===== src/rtl/obj_pkg.sv =====
// Shared definitions for the OBJ affine sequencer slice.
//   - FSM state encodings
//   - screen width and OAM affine-parameter addressing constants
//   - obj_attr_t : object attributes captured when a start is accepted
//   - obj_pix_t  : one texel request handed to the tile fetcher
package obj_pkg;

  // FSM states
  localparam logic [1:0] ST_IDLE  = 2'd0;
  localparam logic [1:0] ST_FETCH = 2'd1;
  localparam logic [1:0] ST_RUN   = 2'd2;
  localparam logic [1:0] ST_DRAIN = 2'd3;

  // First off-screen column
  localparam int OBJ_SCREEN_W = 240;

  // PA..PD of group n sit at halfwords 16n+3, 16n+7, 16n+11, 16n+15
  localparam int OAM_AFF_STRIDE = 16;
  localparam int OAM_AFF_STEP   = 4;
  localparam int OAM_AFF_OFS    = 3;

  typedef struct packed {
    logic [7:0] row;   // scanline being rendered
    logic [7:0] w;     // bounding-box width
    logic [7:0] h;     // bounding-box height
    logic [8:0] cx;    // box center x (mod 512)
    logic [7:0] cy;    // box center y (mod 256)
    logic       dbl;   // double-size box
    logic [4:0] pidx;  // affine parameter group
  } obj_attr_t;

  typedef struct packed {
    logic [7:0] sx;    // screen column
    logic [5:0] tx;    // texel x
    logic [5:0] ty;    // texel y
  } obj_pix_t;

  // Halfword address of parameter k (0=PA .. 3=PD) in group pidx
  function automatic int aff_addr(logic [4:0] pidx, logic [1:0] k);
    return OAM_AFF_STRIDE * int'(pidx) + OAM_AFF_STEP * int'(k) + OAM_AFF_OFS;
  endfunction

endpackage


===== src/rtl/obj_pix_skid.sv =====
// Single-entry valid/ready output register for texel requests.
// Ports:
//   clock_i, reset_n_i : clock, synchronous active-low reset
//   ld_i               : upstream is evaluating a column this cycle
//   emit_i             : the evaluated column produces a texel
//   pix_i              : texel payload for the evaluated column
//   ready_i            : downstream accepts the held texel
//   free_o             : register can take a new column this cycle
//   valid_o, pix_o     : registered texel output
module obj_pix_skid
  import obj_pkg::*;
(
  input  logic     clock_i,
  input  logic     reset_n_i,
  input  logic     ld_i,
  input  logic     emit_i,
  input  obj_pix_t pix_i,
  input  logic     ready_i,
  output logic     free_o,
  output logic     valid_o,
  output obj_pix_t pix_o
);

  logic     valid_q, valid_d;
  obj_pix_t pix_q, pix_d;

  // Empty, or the held entry leaves this cycle.
  assign free_o = !valid_q || ready_i;

  always_comb begin
    valid_d = valid_q;
    pix_d   = pix_q;
    if (free_o) begin
      // A skipped column still clears a consumed entry.
      valid_d = ld_i && emit_i;
      if (ld_i && emit_i) pix_d = pix_i;
    end
  end

  always_ff @(posedge clock_i) begin
    if (!reset_n_i) begin
      valid_q <= 1'b0;
      pix_q   <= '0;
    end else begin
      valid_q <= valid_d;
      pix_q   <= pix_d;
    end
  end

  assign valid_o = valid_q;
  assign pix_o   = pix_q;

endmodule


===== src/rtl/obj_affine_sequencer.sv =====
// Per-object, per-scanline controller for the OBJ rotation/scaling unit.
// A start in IDLE captures the object, four OAM reads fetch PA..PD, then
// the bounding box is swept one column per cycle. Visible, non-transparent
// texels go to the tile fetcher through a one-entry valid/ready register.
// Ports:
//   clock_i, reset_n_i          : clock, synchronous active-low reset
//   start_i + object inputs     : obj_x/obj_y/row/hsize/vsize/double/param_idx
//   busy_o, done_o              : status; done is a one-cycle pulse
//   oam_rd_o/oam_addr_o/oam_rdata_i : affine parameter fetch (1-cycle latency)
//   rs_*_o / rs_*_i             : rot/scale unit interface (unit is external)
//   pix_valid_o/pix_ready_i/pix_*_o : texel request handshake
module obj_affine_sequencer
  import obj_pkg::*;
#(
  parameter int SCREEN_W = OBJ_SCREEN_W,
  parameter int OAM_AW   = 9
) (
  input  logic              clock_i,
  input  logic              reset_n_i,
  input  logic              start_i,
  input  logic [8:0]        obj_x_i,
  input  logic [7:0]        obj_y_i,
  input  logic [7:0]        row_i,
  input  logic [7:0]        hsize_i,
  input  logic [7:0]        vsize_i,
  input  logic              double_size_i,
  input  logic [4:0]        param_idx_i,
  output logic              busy_o,
  output logic              done_o,
  output logic              oam_rd_o,
  output logic [OAM_AW-1:0] oam_addr_o,
  input  logic [15:0]       oam_rdata_i,
  output logic [7:0]        rs_row_o,
  output logic [7:0]        rs_col_o,
  output logic [15:0]       rs_a_o,
  output logic [15:0]       rs_b_o,
  output logic [15:0]       rs_c_o,
  output logic [15:0]       rs_d_o,
  output logic [8:0]        rs_obj_x_o,
  output logic [7:0]        rs_obj_y_o,
  output logic [7:0]        rs_hsize_o,
  output logic [7:0]        rs_vsize_o,
  output logic              rs_double_o,
  input  logic [5:0]        rs_x_i,
  input  logic [5:0]        rs_y_i,
  input  logic              rs_transparent_i,
  output logic              pix_valid_o,
  input  logic              pix_ready_i,
  output logic [7:0]        pix_screen_x_o,
  output logic [5:0]        pix_tex_x_o,
  output logic [5:0]        pix_tex_y_o
);

  logic [1:0]  state_q, state_d;
  obj_attr_t   attr_q, attr_d;
  logic [1:0]  k_q, k_d;          // FETCH beat
  logic [8:0]  col_q, col_d;      // current screen column, wraps mod 512
  logic [7:0]  cnt_q, cnt_d;      // columns already evaluated
  logic        cap_vld_q, cap_vld_d;  // oam_rdata holds a parameter
  logic [1:0]  cap_idx_q, cap_idx_d;  // ... and which one
  logic [15:0] pa_q, pa_d, pb_q, pb_d, pc_q, pc_d, pd_q, pd_d;
  logic        done_q, done_d;

  logic        free, run, emit, col_vis;
  logic [7:0]  w_cap, h_cap, w_half, h_half;
  obj_pix_t    pix_in, pix_out;

  // Bounding box of the object being captured
  assign w_cap  = double_size_i ? {hsize_i[6:0], 1'b0} : hsize_i;
  assign h_cap  = double_size_i ? {vsize_i[6:0], 1'b0} : vsize_i;
  assign w_half = double_size_i ? hsize_i : {1'b0, hsize_i[7:1]};
  assign h_half = double_size_i ? vsize_i : {1'b0, vsize_i[7:1]};

  assign run     = (state_q == ST_RUN);
  assign col_vis = ({23'd0, col_q} < 32'(SCREEN_W));
  assign emit    = col_vis && !rs_transparent_i;
  assign pix_in  = '{sx: col_q[7:0], tx: rs_x_i, ty: rs_y_i};

  always_comb begin
    state_d   = state_q;
    attr_d    = attr_q;
    k_d       = k_q;
    col_d     = col_q;
    cnt_d     = cnt_q;
    done_d    = 1'b0;
    // Read issued in beat k returns on the next cycle.
    cap_vld_d = (state_q == ST_FETCH);
    cap_idx_d = k_q;
    pa_d      = pa_q;
    pb_d      = pb_q;
    pc_d      = pc_q;
    pd_d      = pd_q;

    if (cap_vld_q) begin
      case (cap_idx_q)
        2'd0:    pa_d = oam_rdata_i;
        2'd1:    pb_d = oam_rdata_i;
        2'd2:    pc_d = oam_rdata_i;
        default: pd_d = oam_rdata_i;
      endcase
    end

    case (state_q)
      ST_IDLE: begin
        if (start_i) begin
          attr_d.row  = row_i;
          attr_d.w    = w_cap;
          attr_d.h    = h_cap;
          attr_d.cx   = obj_x_i + {1'b0, w_half};
          attr_d.cy   = obj_y_i + h_half;
          attr_d.dbl  = double_size_i;
          attr_d.pidx = param_idx_i;
          col_d       = obj_x_i;
          cnt_d       = 8'd0;
          k_d         = 2'd0;
          state_d     = ST_FETCH;
        end
      end
      ST_FETCH: begin
        k_d = k_q + 2'd1;
        if (k_q == 2'd3) state_d = ST_RUN;
      end
      ST_RUN: begin
        // A held output register freezes the sweep.
        if (free) begin
          col_d = col_q + 9'd1;
          cnt_d = cnt_q + 8'd1;
          if (cnt_q == attr_q.w - 8'd1) state_d = ST_DRAIN;
        end
      end
      default: begin
        if (free) begin
          done_d  = 1'b1;
          state_d = ST_IDLE;
        end
      end
    endcase
  end

  always_ff @(posedge clock_i) begin
    if (!reset_n_i) begin
      state_q   <= ST_IDLE;
      attr_q    <= '0;
      k_q       <= 2'd0;
      col_q     <= 9'd0;
      cnt_q     <= 8'd0;
      cap_vld_q <= 1'b0;
      cap_idx_q <= 2'd0;
      pa_q      <= 16'd0;
      pb_q      <= 16'd0;
      pc_q      <= 16'd0;
      pd_q      <= 16'd0;
      done_q    <= 1'b0;
    end else begin
      state_q   <= state_d;
      attr_q    <= attr_d;
      k_q       <= k_d;
      col_q     <= col_d;
      cnt_q     <= cnt_d;
      cap_vld_q <= cap_vld_d;
      cap_idx_q <= cap_idx_d;
      pa_q      <= pa_d;
      pb_q      <= pb_d;
      pc_q      <= pc_d;
      pd_q      <= pd_d;
      done_q    <= done_d;
    end
  end

  obj_pix_skid u_skid (
    .clock_i   (clock_i),
    .reset_n_i (reset_n_i),
    .ld_i      (run),
    .emit_i    (emit),
    .pix_i     (pix_in),
    .ready_i   (pix_ready_i),
    .free_o    (free),
    .valid_o   (pix_valid_o),
    .pix_o     (pix_out)
  );

  assign busy_o     = (state_q != ST_IDLE);
  assign done_o     = done_q;
  assign oam_rd_o   = (state_q == ST_FETCH);
  assign oam_addr_o = oam_rd_o ? OAM_AW'(aff_addr(attr_q.pidx, k_q)) : '0;

  assign rs_row_o    = attr_q.row;
  assign rs_col_o    = col_q[7:0];
  assign rs_a_o      = pa_q;
  assign rs_b_o      = pb_q;
  assign rs_c_o      = pc_q;
  // PD is still on the read bus during the first RUN cycle; forward it so
  // the first column is evaluated with the full parameter set.
  assign rs_d_o      = (cap_vld_q && cap_idx_q == 2'd3) ? oam_rdata_i : pd_q;
  assign rs_obj_x_o  = attr_q.cx;
  assign rs_obj_y_o  = attr_q.cy;
  assign rs_hsize_o  = attr_q.w;
  assign rs_vsize_o  = attr_q.h;
  assign rs_double_o = attr_q.dbl;

  assign pix_screen_x_o = pix_out.sx;
  assign pix_tex_x_o    = pix_out.tx;
  assign pix_tex_y_o    = pix_out.ty;

endmodule


===== config.mk =====
export PLATFORM = sky130hd
export DESIGN_NAME = obj_affine_sequencer
export DESIGN_NICKNAME = d
export VERILOG_FILES = /design/src/rtl/obj_pkg.sv /design/src/rtl/obj_pix_skid.sv /design/src/rtl/obj_affine_sequencer.sv
export SDC_FILE = /design/constraint.sdc
export NUM_CORES = 1
export LEC_CHECK = 0
export CAP_MARGIN = 30
export CORE_ASPECT_RATIO = 1.4
export CORE_MARGIN = 4
export CORE_UTILIZATION = 43
export DETAILED_ROUTE_END_ITERATION = 10
export PLACE_DENSITY_LB_ADDON = 0.08
export SETUP_SLACK_MARGIN = 0.02
export SKIP_LAST_GASP = 1
export SLEW_MARGIN = 10
export SYNTH_ARGS = -nofsm -noshare
export SYNTH_HDL_FRONTEND = slang
export SYNTH_SLANG_ARGS = --single-unit

===== constraint.sdc =====
create_clock -name clock_i -period 2.8 [get_ports clock_i]
set_input_delay 0.28 -clock clock_i [delete_from_list [all_inputs] [get_ports clock_i]]
set_output_delay 0.28 -clock clock_i [all_outputs]
set_load 0.005 [all_outputs]

==> impl_results.md <==
- Run status: finished, final reports clean
- Leakage Power: 3.81 nW
- P&R area growth vs syn: 37.3%
- Post-DRT Antenna Nets: 0
- Internal: between 5 and 6 mW
- Period utilisation layout: 89.1%
- CTS tree: yes
- Setup violations, final: 0
- CORE AREA: 0.0168 mm2
- Starting Density: 43.9%
- Postcts setup bufs: 0
- Met2 Use GR: 36.9%
- Grt met3 use: 5.73%
- Critical-path maximum fanout: 9
- Sequential Area: 0.00314 mm2
- Critical path data required time: 3.16 ns
- Via count: about 6600
- First-pass GRT wire length: 32400 um
- Ant diodes: 0
- Detail Placement HPWL: 14800 um
- Sequential area share after synthesis: 42.6%
- Crit path time final: 2.50 ns
- Fin cells: 1291
- Post-synth top area cell: dfxtp_1
- Largest net degree at the start of global routing: 52
- Maxcap violations: 0
- Die Width: 119 um
- GR met1 Demand/Resource: a little under a quarter
- Largest cells by area after synthesis: dfxtp_1 (43%), nand2_1 (9.8%), a21oi_1 (7.9%)
- FP Rows: 56
- Sw frac: 32.2%
- Layout Nets: 1180
- Top FF cell, synth: dfxtp_1
- CP Capture Type: flip-flop
- Post-synth EDFFs: 0
- Layout cells sized above 1: 8.64%
- Number of DRC markers in iteration 0: 320
- Pre-antenna DRT Iters: 7
- Syn. warnings: 0
- Multi-input logic area: between 0.003 and 0.004 mm2
- Cts repair resizes: 0
- Buffers on Ports: between 200 and 250
- CP arrival: 2.86 ns
- Clock Power Share: 31.5%
- Crit path launch type: input pin
- Yosys top cell area share: a little over two fifths
- Clock Tree Root: clkbuf_16
- Drt wl/cell: 15.6 um
- Dpl cell area: 0.00950 mm2
- H-tree levels: 4
- Drc violations: 0
- Cells after Synth: 914
- GRT Util Overall: 20.6%
- Max Slew Vio Count: 0
- Relative slew margins: 49.8%
- GPL Wtd Cong: 0.903
- Synth Register Bits: approximately 160
- Synth Area per Inst: 8.07 um2
- Pwr dens: 762 mW/mm2
- Crit Path Category: input pin to flip-flop
- HP Class: input pin to flip-flop
- Fin area: slightly above 0.01 mm2
- Seq pwr share: 36.4%
- Drt via density: 5.08
- Clk_lat worst skew: 0.42 ns
- Grt total ovfl: 0
- Total Wirelength: 20100 um
- Comb power frac: roughly 32%
- Maximum vdd drop: between 0.3 and 0.4 mV
- Slew at the pin closest to its max-slew limit: 0.751 ns
- Clock sink count: 157
- Post-synth cell types: 55
- Clock Pin Slew Worst Setup and Hold Paths: about 0.070 ns
- Share of flip-flops with an asynchronous set or reset: 0%
- Net Count, Synth: 1018
- Clock Path Buffers: 2
- Final Skew: 0.00902 ns
- Die Height: 163 um
- IO Count: 227
- Cell Count Post-Placement: approximately 1300
- Busiest layer in global routing: met2
- Die area: 0.0193 mm2
- Switching pwr: between 2 and 2.5 mW
- Fmax: 401 MHz
- Count of final hold-check violations: 0
- RSZ-0062 raised after global routing: false
- Vias in the first global route: 6418
- CTS Buf Count: 17
- Cts hold-fix bufs: 0
- Initial antenna violation count: 0
- Fill count: between 1500 and 2000
- Post-Syn Area: ~0.0074 mm2
- Reg2reg setup slack: 0.39 ns
per-stage QoR:
step	setup WS, ns	total power [mW]	hold WS [ns]	setup TNS (ns)	util (%)
floorplan	0.0432	4.44	0.416	0	-
detailed placement	-0.111	5.35	0.442	-0.169	56.5
global placement	-0.0266	5.33	0.437	-0.0298	56.5
finish	0.304	7.71	0.402	0	60.2
CTS	0.336	7.80	0.381	0	60.2
global route	0.102	8.19	0.391	0	60.2
Yosys cell counts, drive strengths merged (12+ instances only):
| cell | number |
|---|---|
| nand2 | 192 |
| ha | 22 |
| inv | 26 |
| dfxtp | 157 |
| clkbuf | 47 |
| nor3 | 20 |
| and2 | 31 |
| nand3 | 19 |
| xor2 | 12 |
| mux2 | 28 |
| nor2 | 58 |
| o21ai | 28 |
| a21oi | 116 |
| buf | 62 |
power by group through the flow:
| stage | clock [mW] | sequential, mW | combinational [mW] |
|---|---|---|---|
| 6_report | 2.43 | 2.81 | 2.47 |
| 4_1_cts | 2.49 | 2.81 | 2.50 |
| 3_3_place_gp | 0 | 2.86 | 2.47 |
| 3_5_place_dp | 0 | 2.86 | 2.49 |
| 5_1_grt | 2.58 | 2.85 | 2.76 |
| 2_1_floorplan | 0 | 2.79 | 1.65 |
cell type report:
cell class                      count  share of cell area [%]
Sequential cell                   157                    31.0
Inverter                           26                   0.989
Clock buffer                       18                    4.34
Tap cell                          203                    2.51
Clock inverter                     13                    1.78
Multi-Input combinational cell    622                    34.9
Timing Repair Buffer              252                    24.4
worst max-delay path, cell delays in order:
cell,delay [ns]
clkdlybuf4s50_1,0.39
buf_4,0.18
mux2_2,0.25
ha_1,0.16
inv_1,0.05
fa_1,0.38
nor2b_1,0.16
o21ai_1,0.09
a21oi_1,0.22
o21ai_1,0.10
a2111oi_0,0.42
a311o_1,0.17
flip-flops by register name, indices dropped and copies added, names as in the netlist, 2 cells and up:
name and flops:
pd_q 16, u_skid.pix_o 20, rs_row_o 8, rs_b_o 16, cap_idx_d 2, cap_idx_q 2
rs_vsize_o 8, state_q 2, rs_c_o 16, rs_obj_x_o 9, col_q 9, attr_q 5
rs_obj_y_o 8, rs_a_o 16, cnt_q 8, rs_hsize_o 8
cells in the final DEF (no fill, tap or decap), types with 3 or more instances in the layout:
cell and count:
a211oi_1 9, a21oi_1 116, and2_1 30, and3_1 4, buf_4 25, bufinv_16 3
clkbuf_16 17, clkdlybuf4s50_1 226, dfxtp_1 157, ha_1 22, inv_1 25, inv_6 3
inv_8 3, mux2_2 28, mux2i_1 5, nand2_1 192, nand2b_1 7, nand3_1 19
nand3b_1 5, nand4_1 7, nor2_1 58, nor2b_1 5, nor3_1 20, nor3b_1 3
o21ai_0 19, o21ai_1 9, or3_1 3, xnor2_1 9, xor2_1 12
cell families after synthesis:
logic type	Yosys count	share of synthesized area, %
buffers and inverters	135	9.60
XOR/XNOR	21	2.49
adder cells (fa/ha/maj)	24	4.27
AO/OA/AOI/OAI	181	14.0
multiplexers	33	4.95
flip-flops	157	42.6
AND/OR/NAND/NOR	363	22.1
path summary, 6_finish.rpt:
kind | start | endpoint | cells after the start
max | double_size_i | rs_obj_x_o[6] | 12
min | row_i[3] | rs_row_o[3] | 3
max reg2reg | rs_hsize_o[1] | state_q[0] | 8
min reg2reg | attr_q[4] | attr_q[4] | 2
metal layers:
metal  part of all wire (%)  routed length [um]
met5                      0                   0
met4                    2.3                 459
met3                    6.0                1200
met2                     51               10200
met1                     41                8220
Power figures use the tool's default switching activity.
